[config.mk]
export PLATFORM = sky130hd
export DESIGN_NAME = spram_arbiter
export DESIGN_NICKNAME = d
export VERILOG_FILES = /design/src/rtl/spram_arbiter.sv
export SDC_FILE = /design/constraint.sdc
export NUM_CORES = 1
export LEC_CHECK = 0
export CAP_MARGIN = 30
export CORE_UTILIZATION = 55
export CTS_CLUSTER_DIAMETER = 150
export DETAILED_ROUTE_END_ITERATION = 12
export DONT_BUFFER_PORTS = 1
export PLACE_DENSITY = 0.7
export SLEW_MARGIN = 20
export SYNTH_ARGS = -nofsm -noshare
export SYNTH_HDL_FRONTEND = slang
export SYNTH_SLANG_ARGS = --single-unit
[constraint.sdc]
create_clock -name clk -period 2.7 [get_ports clk]
set_input_delay 0.54 -clock clk [delete_from_list [all_inputs] [get_ports clk]]
set_output_delay 0.54 -clock clk [all_outputs]
set_load 0.01 [all_outputs]
[src/rtl/spram_arbiter.sv]
// spram_arbiter: two requesters onto a 16K x 32 SPRAM pair (CPU priority, DMA anti-starvation).
// Define SPRAM_ARB_STANDBY_EN to enable idle standby with a one-cycle wake.
module spram_arbiter #(
  parameter int MAX_WAIT    = 8
`ifdef SPRAM_ARB_STANDBY_EN
  , parameter int IDLE_CYCLES = 64
`endif
) (
  input  logic        clk,
  input  logic        reset_n,
  input  logic        p0_valid,
  output logic        p0_ready,
  input  logic        p0_write,
  input  logic [13:0] p0_addr,
  input  logic [31:0] p0_wdata,
  input  logic [3:0]  p0_wstrb,
  output logic        p0_rvalid,
  input  logic        p1_valid,
  output logic        p1_ready,
  input  logic        p1_write,
  input  logic [13:0] p1_addr,
  input  logic [31:0] p1_wdata,
  input  logic [3:0]  p1_wstrb,
  output logic        p1_rvalid,
  output logic [31:0] rdata,
  output logic [13:0] spram_address,
  output logic [31:0] spram_datain,
  output logic [7:0]  spram_maskwren,
  output logic        spram_wren,
  output logic        spram_cs,
  output logic        spram_standby,
  input  logic [31:0] spram_dataout
);

  localparam logic [7:0] MaxWait = 8'(MAX_WAIT);

  logic        active;
  logic        force1;
  logic        gnt0;
  logic        gnt1;
  logic        gnt;
  logic        sel_write;
  logic [13:0] sel_addr;
  logic [31:0] sel_wdata;
  logic [3:0]  sel_wstrb;
  logic [7:0]  mask;
  logic [7:0]  wait_cnt_q, wait_cnt_d;
  logic [13:0] addr_q, addr_d;
  logic [31:0] wdata_q, wdata_d;
  logic        rv0_q, rv0_d;
  logic        rv1_q, rv1_d;

  // port 1 wins only when it has been held off MAX_WAIT cycles
  assign force1 = (wait_cnt_q == MaxWait);
  assign gnt1   = active & p1_valid & (~p0_valid | force1);
  assign gnt0   = active & p0_valid & ~gnt1;
  assign gnt    = gnt0 | gnt1;

  assign p0_ready = gnt0;
  assign p1_ready = gnt1;

  always_comb begin
    sel_write = p0_write;
    sel_addr  = p0_addr;
    sel_wdata = p0_wdata;
    sel_wstrb = p0_wstrb;
    if (gnt1) begin
      sel_write = p1_write;
      sel_addr  = p1_addr;
      sel_wdata = p1_wdata;
      sel_wstrb = p1_wstrb;
    end
  end

  always_comb begin
    mask = '0;
    for (int n = 0; n < 4; n++) begin
      mask[2*n +: 2] = {2{sel_wstrb[n]}};
    end
  end

  assign spram_cs       = gnt;
  assign spram_wren     = gnt & sel_write;
  assign spram_maskwren = (gnt & sel_write) ? mask : 8'h00;
  assign spram_address  = gnt ? sel_addr : addr_q;
  assign spram_datain   = gnt ? sel_wdata : wdata_q;
  assign addr_d         = spram_address;
  assign wdata_d        = spram_datain;

  assign rv0_d = gnt0 & ~p0_write;
  assign rv1_d = gnt1 & ~p1_write;

  assign p0_rvalid = rv0_q;
  assign p1_rvalid = rv1_q;
  assign rdata     = spram_dataout;

  always_comb begin
    wait_cnt_d = wait_cnt_q;
    if (!p1_valid || gnt1) begin
      wait_cnt_d = '0;
    end else if (!force1) begin
      wait_cnt_d = wait_cnt_q + 8'd1;
    end
  end

  always_ff @(posedge clk or negedge reset_n) begin
    if (!reset_n) begin
      wait_cnt_q <= '0;
      addr_q     <= '0;
      wdata_q    <= '0;
      rv0_q      <= 1'b0;
      rv1_q      <= 1'b0;
    end else begin
      wait_cnt_q <= wait_cnt_d;
      addr_q     <= addr_d;
      wdata_q    <= wdata_d;
      rv0_q      <= rv0_d;
      rv1_q      <= rv1_d;
    end
  end

`ifdef SPRAM_ARB_STANDBY_EN
  typedef enum logic [1:0] {
    ACTIVE,
    STANDBY,
    WAKE
  } state_e;

  localparam logic [15:0] IdleCycles = 16'(IDLE_CYCLES);

  state_e      state_q, state_d;
  logic [15:0] idle_cnt_q, idle_cnt_d;
  logic        any_valid;

  assign any_valid = p0_valid | p1_valid;

  always_comb begin
    state_d    = state_q;
    idle_cnt_d = idle_cnt_q;
    if (any_valid) begin
      idle_cnt_d = '0;
    end else if (idle_cnt_q != IdleCycles) begin
      idle_cnt_d = idle_cnt_q + 16'd1;
    end
    unique case (state_q)
      ACTIVE:  if (idle_cnt_d == IdleCycles) state_d = STANDBY;
      STANDBY: if (any_valid) state_d = WAKE;
      WAKE:    state_d = ACTIVE;
      default: state_d = ACTIVE;
    endcase
  end

  always_ff @(posedge clk or negedge reset_n) begin
    if (!reset_n) begin
      state_q    <= ACTIVE;
      idle_cnt_q <= '0;
    end else begin
      state_q    <= state_d;
      idle_cnt_q <= idle_cnt_d;
    end
  end

  assign active        = reset_n & (state_q == ACTIVE);
  assign spram_standby = (state_q == STANDBY);
`else
  assign active        = reset_n;
  assign spram_standby = 1'b0;
`endif

endmodule
==> results.rst <==
.. list-table::
   :header-rows: 1

   * - Metric
     - Value
   * - Post-synthesis share of cell area spent on full adders, half adders and majority gates
     - 0.580%
   * - Smallest setup slack after layout
     - 80.7 ps
   * - Critical-path cell list
     - or4_4, buf_6, nor4_2, nor4_2, buf_4
   * - Kind of cell adding the most delay to the critical path
     - simple AND/OR/NAND/NOR gates
   * - P per Cell Area
     - 441 nW/um^2
   * - Number of primary I/O pins
     - 231
   * - Grt ovf
     - 0
   * - Number of design rule violations left after detail routing
     - 0
   * - Number of nets in the layout
     - 605
   * - Data required time of the critical path
     - 2160 ps
   * - Residual antenna-violating net count after detailed routing
     - 0
   * - Headroom to the max-slew limit
     - 65.1%
   * - Setup slack after placement
     - 252 ps
   * - Kind of start point of the critical path
     - register
   * - Crit-path max FO
     - 20
   * - Routed via count
     - 4259
   * - Most common cell after layout, fill and taps aside
     - sky130_fd_sc_hd__a21oi_1
   * - Die Footprint
     - 8200 sq um
   * - Num CTS Buffers
     - 5
   * - Area added between synthesis and finish
     - 7.95%
   * - H-tree depth reported by CTS
     - 2
   * - Capturing element type of the critical path
     - primary output
   * - CTS clock-pin slew for the worst setup and hold paths
     - 100 ps
   * - Number of antenna violations at the first check in global routing
     - 0
   * - Via count of the first global-routing pass
     - 4191
   * - Leakage power
     - 1.57 nW
   * - Proportion of register bits with asynchronous set or reset after synthesis
     - 100%
   * - CP max stage cell
     - sky130_fd_sc_hd__or4_4
   * - Post-Synthesis Cell Area
     - 4310 sq um
   * - Worst ir drop on vdd
     - 267 uV
   * - WL final
     - 13200 um
   * - Complex-gate fraction of the synthesized area
     - 21.7%
   * - Period utilisation layout
     - 97.0%
   * - Flip-flop and latch count after synthesis
     - 56
   * - Root buffer selected by CTS
     - sky130_fd_sc_hd__clkbuf_8
   * - # clock sinks
     - 56
   * - Number of buffer cells added on primary ports
     - 0
   * - Number of DRC markers after the initial detailed-route iteration
     - 338
   * - Diode insertion count for antenna repair
     - 0
   * - Largest stage delay, worst path
     - 580 ps
   * - Maximum number of pins on one net before global-route repair
     - 108
   * - Routed vias/inst
     - 7.55
   * - Worst-Skew Late Latency
     - 310 ps
   * - Placed standard-cell area
     - 4080 sq um
   * - Simple-Gate Fraction of Synth Area
     - 32.0%
   * - Number of failing hold endpoints at the final stage
     - 0
   * - Unrepaired setup endpoints after global routing
     - no
   * - Detail Placement HPWL
     - 7150 um
   * - FP Rows
     - 31
   * - Yosys warns
     - 0
   * - Area of the core region
     - 7410 sq um
   * - Effective utilization at floorplan
     - 58.2%
   * - Die W
     - 90.6 um
   * - Worst Skew
     - 11.1 ps
   * - Outcome
     - finished clean
   * - CP Class
     - reg2out
   * - Number of max-slew violations in the final report
     - 0
   * - Critical path's most frequent cell
     - sky130_fd_sc_hd__nor4_2
   * - Buffer and inverter count on the worst path
     - 2
   * - Part of the Yosys area used for sequential elements
     - 32.5%
   * - Post-route design area
     - 4660 sq um
   * - Number of synthesized flops with an enable pin
     - 0
   * - Post-route minimum period
     - 2620 ps
   * - Number of nets produced by synthesis
     - 677
   * - XOR/XNOR Fraction of Synth Area
     - 0.406%
   * - 1st-pass router iterations
     - 4
   * - Maximum capacitance violations
     - 0
   * - Setup total negative slack
     - 0 ps
   * - DIE HEIGHT
     - 90.6 um
   * - Post-synthesis instance total
     - 537
   * - Smallest hold slack
     - 79.4 ps
   * - Library cells used by synthesis
     - 36
   * - Filler cells
     - 631
   * - Arrival time at the worst endpoint
     - 2080 ps
   * - Global-route wire length before repair
     - 20900 um
   * - CTS max path bufs
     - 2
   * - Final standard cell count with taps included and fillers excluded
     - 564
   * - Highest attainable clock frequency
     - 0.382 GHz
   * - Mux cell area share after synthesis
     - 0%
   * - Commonest cells after routing, fill and taps aside
     - 93 x sky130_fd_sc_hd__a21oi_1, 61 x sky130_fd_sc_hd__nor4_2, 56 x sky130_fd_sc_hd__dfrtp_1
   * - Wire length per cell after detailed routing
     - 23.5 um
   * - Fraction of final layout cells with drive strength greater than 1
     - 30.5%
   * - CTS tree
     - done
   * - Dominant combinational cell family by area after synthesis
     - simple AND/OR/NAND/NOR gates
   * - Mean instance size in the synthesized netlist
     - 8.03 sq um
   * - Overall fraction of global-route tracks in use
     - 30.8%
   * - Final weighted congestion in routability-driven placement
     - 0.732
   * - Type of the most critical hold path
     - in2async
   * - Cell total after placement
     - 553
   * - Slew of the pin with the lowest slew margin
     - 519 ps
   * - Number of setup violations in the final report
     - 0
   * - Predominant post-synthesis flop cell
     - sky130_fd_sc_hd__dfrtp_1
-- final timing paths --
| check | start | to | slack, ps | cells past startpoint |
|---|---|---|---|---|
| setup / recovery | wait_cnt_q[5]$_DFFE_PN0P_ | spram_datain[27] | 80 | 5 |
| hold / removal | reset_n | addr_q[9]$_DFF_PN0_ | 80 | 1 |
| setup reg to reg | wait_cnt_q[0]$_DFFE_PN0P_ | addr_q[3]$_DFF_PN0_ | 800 | 6 |
| hold reg to reg | wait_cnt_q[7]$_DFFE_PN0P_ | wait_cnt_q[7]$_DFFE_PN0P_ | 650 | 2 |
| max in group asynchronous | reset_n | wait_cnt_q[3]$_DFFE_PN0P_ | 2350 | 1 |
| min in group clk | p1_write | p1_rvalid$_DFF_PN0_ | 290 | 1 |
-- power by group --
group | switching (mW) | total [mW] | internal, mW
combinational | 0.301 | 0.547 | 0.246
clock | 0.277 | 0.506 | 0.230
sequential | 0.0542 | 1.00 | 0.946
total | 0.632 | 2.05 | 1.42
-- layout make-up --
cell class / instances / area [sq um] / share of cell area, %
clock buffers: 7 / 96.3 / 2.07
well taps: 99 / 124 / 2.66
inverters: 4 / 15.0 / 0.322
repair buffers: 19 / 241 / 5.19
flip-flops and latches: 56 / 1400 / 30.1
multi-input cells: 379 / 2780 / 59.7
-- state kept, by name (all words and copies together), names as in the netlist --
name        count
p0_rvalid       1
wdata_q        32
p1_rvalid       1
wait_cnt_q      8
addr_q         14
-- per-layer routing --
layer / part of all wire [%] / global-route usage (%)
met5: 0 / 0
met4: 2.2 / 11.6
met3: 8.0 / 8.33
met1: 40 / 37.9
met2: 50 / 51.5
-- worst reg2reg max path, stage by stage, from the launching register on --
cell,delay [ps]
sky130_fd_sc_hd__dfrtp_1,450
sky130_fd_sc_hd__inv_1,90
sky130_fd_sc_hd__ha_1,160
sky130_fd_sc_hd__and3b_2,230
sky130_fd_sc_hd__buf_4,230
sky130_fd_sc_hd__a21oi_1,110
sky130_fd_sc_hd__nor4_2,470
-- cell families (layout without fill, tap and decap cells) --
group | after synthesis | count (layout)
AND/OR/NAND/NOR | 212 | 212
buffers and inverters | 102 | 30
flip-flops | 56 | 56
other | 1 | 1
AO/OA/AOI/OAI | 162 | 162
XOR/XNOR | 2 | 2
adder cells (fa/ha/maj) | 2 | 2
-- synthesized netlist by cell type, drive strengths merged (3+ instances only) --
cell type	n	share of area, %
nand3	7	0.81
a211oi	3	0.52
a21oi	93	11
inv	4	0.35
dfrtp	56	32
o21ai	6	0.96
o22ai	46	6.7
a22o	4	0.81
buf	52	8.4
a221oi	6	1.2
nand2	4	0.35
nor4	93	14
or3	3	0.44
nand3b	48	8.4
or2	46	6.7
clkbuf	46	4.0
and3	4	0.58
-- through the flow --
stage | total power [mW] | util (%)
final | 2.05 | 62.8
after floorplan | 1.47 | -
after detailed placement | 1.45 | 55.1
after CTS | 2.04 | 60.9
after global placement | 1.43 | 55.1
after global routing | 2.16 | 62.8
-- what timing repair did --
action | 4_1_cts | 5_1_grt
setup endpoints to repair | 50 | 31
hold buffers | 1 | 0
resized for setup | 50 | 18
pin swaps | 1 | 2
buffers inserted | 1 | 1
endpoints found under the hold margin | 56 | 0
cloned | 0 | 1
No activity file was read; power rests on OpenSTA's default activity.
